### src/rtl/blake_msg_sched.sv
// BLAKE-512 message scheduler: loads the ten-word header into msg_out, then steps counter_idx through every round/step slot.
// Optional BLAKE_MSG_BSWAP_EN: byte-reverses each header word before it is stored.
module blake_msg_sched #(
    parameter int NUM_ROUNDS = 16
) (
    input  logic         clk,
    input  logic         rst,
    input  logic         in_valid,
    output logic         in_ready,
    input  logic [63:0]  in_data,
    input  logic         step_en,
    input  logic         abort,
    output logic [639:0] msg_out,
    output logic [5:0]   counter_idx,
    output logic         busy,
    output logic         step_first,
    output logic         step_last,
    output logic         done
);

    typedef enum logic [1:0] {
        ST_LOAD = 2'd0,
        ST_RUN  = 2'd1,
        ST_DONE = 2'd2
    } state_t;

    localparam logic [5:0] LAST_IDX = 6'(4 * NUM_ROUNDS - 1);

    state_t         r_state;
    state_t         w_state_nxt;
    logic [3:0]     r_wcnt;
    logic [3:0]     w_wcnt_nxt;
    logic [5:0]     r_cnt;
    logic [5:0]     w_cnt_nxt;
    logic           w_wr_en;
    logic [63:0]    w_word;
    logic [639:0]   r_msg;

    function automatic logic [63:0] byte_rev(input logic [63:0] d);
        logic [63:0] r;
        for (int i = 0; i < 8; i++) begin
            r[8*i +: 8] = d[63-8*i -: 8];
        end
        return r;
    endfunction

`ifdef BLAKE_MSG_BSWAP_EN
    assign w_word = byte_rev(in_data);
`else
    assign w_word = in_data;
`endif

    // Next-state, word-count and step-counter logic; abort overrides any transfer or step.
    always_comb begin
        w_state_nxt = r_state;
        w_wcnt_nxt  = r_wcnt;
        w_cnt_nxt   = r_cnt;
        w_wr_en     = 1'b0;
        if (abort) begin
            w_state_nxt = ST_LOAD;
            w_wcnt_nxt  = 4'd0;
            w_cnt_nxt   = 6'd0;
        end else begin
            case (r_state)
                ST_LOAD: begin
                    if (in_valid) begin
                        w_wr_en = 1'b1;
                        if (r_wcnt == 4'd9) begin
                            w_state_nxt = ST_RUN;
                            w_wcnt_nxt  = 4'd0;
                            w_cnt_nxt   = 6'd0;
                        end else begin
                            w_wcnt_nxt = r_wcnt + 4'd1;
                        end
                    end else begin
                        w_wr_en = 1'b0;
                    end
                end
                ST_RUN: begin
                    if (step_en) begin
                        if (r_cnt == LAST_IDX) begin
                            w_state_nxt = ST_DONE;
                            w_cnt_nxt   = 6'd0;
                        end else begin
                            w_cnt_nxt = r_cnt + 6'd1;
                        end
                    end else begin
                        w_cnt_nxt = r_cnt;
                    end
                end
                ST_DONE: begin
                    w_state_nxt = ST_LOAD;
                end
                default: begin
                    w_state_nxt = ST_LOAD;
                    w_wcnt_nxt  = 4'd0;
                    w_cnt_nxt   = 6'd0;
                end
            endcase
        end
    end

    // State, counters and header storage; only accepted words touch msg storage.
    always_ff @(posedge clk) begin
        if (rst) begin
            r_state <= ST_LOAD;
            r_wcnt  <= 4'd0;
            r_cnt   <= 6'd0;
            r_msg   <= 640'd0;
        end else begin
            r_state <= w_state_nxt;
            r_wcnt  <= w_wcnt_nxt;
            r_cnt   <= w_cnt_nxt;
            for (int k = 0; k < 10; k++) begin
                if (w_wr_en && (r_wcnt == 4'(k))) begin
                    r_msg[639-64*k -: 64] <= w_word;
                end
            end
        end
    end

    // Status outputs decode only registered state, so in_ready never depends on in_valid.
    assign in_ready    = (r_state == ST_LOAD);
    assign busy        = (r_state == ST_RUN);
    assign done        = (r_state == ST_DONE);
    assign step_first  = (r_state == ST_RUN) && (r_cnt == 6'd0);
    assign step_last   = (r_state == ST_RUN) && (r_cnt == LAST_IDX);
    assign msg_out     = r_msg;
    assign counter_idx = r_cnt;

endmodule

### config.mk
export PLATFORM = sky130hd
export DESIGN_NAME = blake_msg_sched
export DESIGN_NICKNAME = d
export VERILOG_FILES = /design/src/rtl/blake_msg_sched.sv
export SDC_FILE = /design/constraint.sdc
export NUM_CORES = 1
export LEC_CHECK = 0
export BUFFER_PORTS_ARGS = -buffer_cell sky130_fd_sc_hd__buf_4
export CORE_AREA = 2 2 281 283
export DETAILED_ROUTE_END_ITERATION = 8
export DIE_AREA = 0 0 283 285
export GPL_TIMING_DRIVEN = 0
export PLACE_DENSITY_LB_ADDON = 0.1
export SYNTH_ARGS = -nofsm -noshare
export SYNTH_HDL_FRONTEND = slang
export SYNTH_SLANG_ARGS = --single-unit
### constraint.sdc
create_clock -name clk -period 5.4 [get_ports clk]
set_input_delay 1.08 -clock clk [delete_from_list [all_inputs] [get_ports clk]]
set_output_delay 1.08 -clock clk [all_outputs]
set_load 0.03 [all_outputs]
# --- Word level (Yosys, flattened, before mapping) ---
# Cells that the tools add are included.
totals:
  register_bits: 652
  word_cells: 69
classes:
  add_sub_neg: 2
  n_eq_ne: 16
  muxes: 16
  bitwise: 2
  reduce_logical: 20
ops:
  columns: ["operator", "count"]
  rows:
  - ["6-bit two-way mux", 4]
  - ["6-bit case mux with 3 select lines", 1]
  - ["4-bit by 3-bit == test with 1-bit output, second input constant", 4]
  - ["1-bit logical AND", 12]
  - ["4-bit by 2-bit == test with 1-bit output, second input constant", 2]
  - ["4-bit == test, second input constant", 2]
  - ["2-bit two-way mux", 4]
  - ["4-bit two-way mux", 2]
  - ["4-bit case mux with 2 select lines", 1]
  - ["4-bit AND reduction", 2]
  - ["6-bit by 1-bit adder with 6-bit output, second input constant", 1]
  - ["6-bit == test, second input constant", 1]
  - ["6-bit logical NOT", 1]
  - ["4-bit by 1-bit adder with 4-bit output, second input constant", 1]
  - ["4-bit by 1-bit == test with 1-bit output, second input constant", 1]
  - ["4-bit logical NOT", 1]
  - ["2-bit by 1-bit inequality test with 1-bit output, second input constant", 2]
  - ["2-bit inequality test, second input constant", 2]
  - ["2-bit case mux with 2 select lines", 1]
  - ["2-bit OR reduction", 2]
  - ["1-bit two-way mux", 3]
  - ["2-bit by 1-bit == test with 1-bit output, second input constant", 1]
  - ["2-bit == test, second input constant", 1]
  - ["2-bit logical NOT", 1]
  - ["2 further kinds", 3]

# --- Logic depth before layout (Yosys ltp) ---
logic_depth:
  ltp_word: 4
  depth_mapped: 10
  depth_no_buf: 6

# --- Worst setup path before layout ---
# Ideal clock, no wire load.
synth_timing:
  path_kind: "register -> output"
  start: "reg r_state[1]"
  end: "out step_first"
  t_arrival_ns: 1.829
  required_time_ns: 4.320
  path_slack_ns: 2.491
  path_stages_with_launch: 5
  n_path_buf: 0
  cell_sequence: "dfxtp_1 > inv_1 > ha_1 > nand2b_1 > nor4_1"
synth_via:
  elab_chain_cells: 2
synth_lines:
  columns: ["item", "line_no", "source"]
  rows:
  - ["start, declared", "29", "state_t r_state;"]
  - ["start signal, assigned", "111", "r_state <= w_state_nxt;"]
  - ["2-bit by 1-bit == test with 1-bit output", null, null]
  - ["via busy", "15", "output logic busy,"]
  - ["1-bit logical AND", "126", "assign step_first = (r_state == ST_RUN) && (r_cnt == 6'd0);"]
  - ["end, declared", "16", "output logic step_first,"]
# The timed path passes the listed nets, and every way through them passes these cells.

# --- Worst setup path in the final report ---
layout_timing:
  start: "in rst"
  end: "reg r_msg[235], in the netlist msg_out[235]"
layout_lines:
  columns: ["item", "line_no", "source"]
  rows:
  - ["start, declared", "7", "input logic rst,"]
  - ["end signal, assigned by index", "116", "r_msg[639-64*k -: 64] <= w_word;"]
  - ["end, declared", "37", "logic [639:0] r_msg;"]
# No word-level cell between the ends.

==> results.sh <==
export IMPL_crit_start="rst"
export IMPL_cts_setup_buffers=0
export IMPL_start_util_pct=29.41
export IMPL_io_buffers=655
export IMPL_hold_end="msg_out[438]"
export IMPL_crit_family="buffers and inverters"
export IMPL_peakVddDrop_mv=0.2070
export IMPL_num_io_pins=720
export IMPL_rr_startpoint="r_state[0]"
export IMPL_yosysSeqAreaShare_pct=56.92
export IMPL_antenna_found_initial=6
export IMPL_cts_buffers=76
export IMPL_timing_final_hold_violations=0
export IMPL_ys_types=40
export IMPL_place_ws_ps=1375
export IMPL_finalCriticalPeriod_ps=3282
export IMPL_tightest_slew_ps=1465
export IMPL_gp_congestion=0.8143
export IMPL_synth_area_per_cell_sq_um=7.752
export IMPL_grt_max_degree=13
export IMPL_row_count=103
export IMPL_arrival_ps=3730
export IMPL_first_iter_violations=1591
export IMPL_routed_wl_um=111100
export IMPL_viasPerCell=4.731
export IMPL_synthDominantCellAreaShare_pct=56.92
export IMPL_required_ps=5850
export IMPL_yosysTopAreaCell="dfxtp_1"
export IMPL_yosysWarnings=0
export IMPL_core_area_sq_mm=0.07797
export IMPL_num_vias=22725
export IMPL_drtPass1Iterations=9
export IMPL_postCtsHoldBufs=0
export IMPL_grt_remaining_overflow=0
export IMPL_netlist_top_cells_area="dfxtp_1 (57%), nand2_1 (21%), a21oi_1 (14%), clkbuf_1 (3.0%), buf_2 (1.7%)"
export IMPL_tns_ps=0
export IMPL_yosys_register_bits=652
export IMPL_clockBufferDepth=3
export IMPL_dp_hpwl_um=79100
export IMPL_cp_cell_sequence="buf_4 -> clkbuf_1 -> clkbuf_1 -> clkbuf_1 -> a21oi_1"
export IMPL_yosys_most_used_dff="dfxtp_1"
export IMPL_design_die_area_sq_mm=0.08066
export IMPL_finalNetCount=3769
export IMPL_r2r_end="msg_out[560]"
export IMPL_syn_inst=2958
export IMPL_status="finished, final reports clean"
export IMPL_fin_worst_skew_ps=22.34
export IMPL_ctsRootBufferMaster="clkbuf_16"
export IMPL_fp_dieW_um=283
export IMPL_hp_start="msg_out[438]"
export IMPL_cts_tree="yes"
export IMPL_die_y_um=285
export IMPL_h_tree_depth=3
export IMPL_start_kind="input port"
export IMPL_ctsResizeCount=0
export IMPL_critPathMaxFanout=10
export IMPL_path_common_cell="clkbuf_1"
export IMPL_grt_usage_pct=26.25
export IMPL_relSlewSlack_pct=2.338
export IMPL_routedWlPerCell_um=23.14
export IMPL_max_cap_violations=0
export IMPL_slowest_stage="clkbuf_1"
export IMPL_holdCritPathClass="reg2reg"
export IMPL_holdWs_ps=451.9
export IMPL_syn2layout_area_growth_pct=38.04
export IMPL_power_leakage_nw=12.17
export IMPL_crit_type="in2reg"
export IMPL_ant_nets=0
export IMPL_async_flop_share_pct=0
export IMPL_r2r_setup_slack_ps=2370
export IMPL_clock_sinks=652
export IMPL_rsz0062_at_grt="false"
export IMPL_grt_pass1_wl_um=155100
export IMPL_synth_edff_count=0
export IMPL_nFillCells=8235
export IMPL_cp_end_kind="register"
export IMPL_fin_crit_sh_pct=60.78
export IMPL_finalSetupViolCount=0
export IMPL_drv_slew=0
export IMPL_power_density_mw_per_mm2=328.2
export IMPL_synthesis_area_sq_mm=0.02293
export IMPL_clk_pin_slew_worst_paths_ps=60
export IMPL_drive_gt1_share_pct=22.77
export IMPL_drc=0
export IMPL_insertion_delay_ps=630
export IMPL_timing_fmax_ghz=0.3047
export IMPL_synth_nets=3032
export IMPL_grt_pass1_vias=20838
export IMPL_whs_path_depth=2
export IMPL_worst_slack_ps=2118
export IMPL_rr_worst_depth=9
export IMPL_critPathBufInv=4
export IMPL_slowest_delay_ps=1130
-- worst register-to-register path: stages (launching register included) --
cell and delay [ps]:
dfxtp_1 330, inv_1 90, ha_1 220, buf_2 220, nor4bb_1 280, buf_2 230
nand3_1 810, clkbuf_1 500, nand2_1 150, a21oi_1 70
-- power by group --
| group | internal, mW | total [mW] | switching (mW) |
|---|---|---|---|
| registers | 4.84 | 4.86 | 0.0164 |
| clock network | 2.91 | 5.03 | 2.12 |
| logic | 0.0951 | 0.500 | 0.405 |
| total | 7.85 | 10.4 | 2.54 |
-- synth_stat cells (6+ instances only) --
master / number
nor2b_1: 6
dfxtp_1: 652
nand3_1: 11
o21ai_0: 9
inv_1: 6
and3_1: 6
clkbuf_1: 186
a21oi_1: 643
nand2_1: 1287
buf_2: 76
buf_1: 15
-- metal layers --
layer  part of all wire, %  routed length (um)  up-vias  track usage (%)
met5                     0                   0        -                0
met4                   3.5                3900        0            9.202
met3                   7.6                8398      157            6.888
met2                    48               53430      725            44.39
met1                    41               45420    10865            32.23
li1                      -                   -    10978                -
-- state kept, by name, summed over array words and instances, names as in the netlist --
register     count
r_wcnt           4
msg_out        640
counter_idx      6
r_state          2
-- how the worst max path moves through the flow --
stage | end | slack (ps) | cells past startpoint
2_1_floorplan | step_first | 2490 | 4
3_3_place_gp | msg_out[402] | 1360 | 5
3_5_place_dp | msg_out[253] | 1380 | 5
4_1_cts | msg_out[235] | 2060 | 5
5_1_grt | step_last | 2010 | 6
6_report | msg_out[235] | 2120 | 5
-- cells in the final DEF (no fill, tap or decap), types with 2 or more instances in the layout --
master,instances
clkbuf_16,77
or3_1,4
buf_8,4
nor3_4,3
nand4b_1,2
buf_1,15
or4_1,2
nor2b_1,6
dfxtp_1,652
clkinv_8,4
nor3_1,2
and3_1,6
nand3b_1,4
buf_4,655
clkbuf_2,2
diode_2,2
nand4_1,5
clkbuf_8,20
o21ai_0,9
or2_2,2
nor2_1,5
ha_1,5
nand2_1,1287
nand2b_1,5
clkbuf_1,209
a31oi_1,4
nor4_4,2
inv_1,6
clkinv_2,6
buf_2,76
a21oi_1,643
xnor2_1,2
nand3_1,10
-- final cells by class --
class | count | area (sq um) | area share [%]
Multi-Input combinational cell | 2023 | 8738 | 27.61
Timing Repair Buffer | 659 | 4977 | 15.72
Inverter | 6 | 22.52 | 0.07115
Tap cell | 1050 | 1314 | 4.150
Clock buffer | 122 | 2296 | 7.253
Clock inverter | 12 | 111.4 | 0.3518
Antenna cell | 2 | 5.005 | 0.01581
Buffer | 277 | 1137 | 3.593
Sequential cell | 652 | 13050 | 41.23
-- through the flow --
step | instances | power [mW] | util [%] | area, sq um
floorplan | 2958 | 5.210 | - | 22930
global placement | 4663 | 5.466 | 37.40 | 29160
detailed placement | 4667 | 5.467 | 37.50 | 29240
CTS | 4801 | 10.49 | 40.59 | 31650
global route | 4801 | 10.70 | 40.59 | 31650
finish | 4803 | 10.39 | 40.60 | 31650
-- cells by family (layout without fill, tap and decap cells) --
| logic type | Yosys count | in the layout | share of synthesized area (%) |
|---|---|---|---|
| other cells | 0 | 2 | 0 |
| xor+xnor | 2 | 2 | 0.07640 |
| simple gates | 1353 | 1353 | 23.08 |
| flops | 652 | 652 | 56.92 |
| compound gates | 662 | 662 | 14.56 |
| mux | 1 | 1 | 0.04365 |
| fa+ha+maj | 5 | 5 | 0.2728 |
| buf+inv | 283 | 1076 | 5.047 |
(Power assumes the default switching activity.)
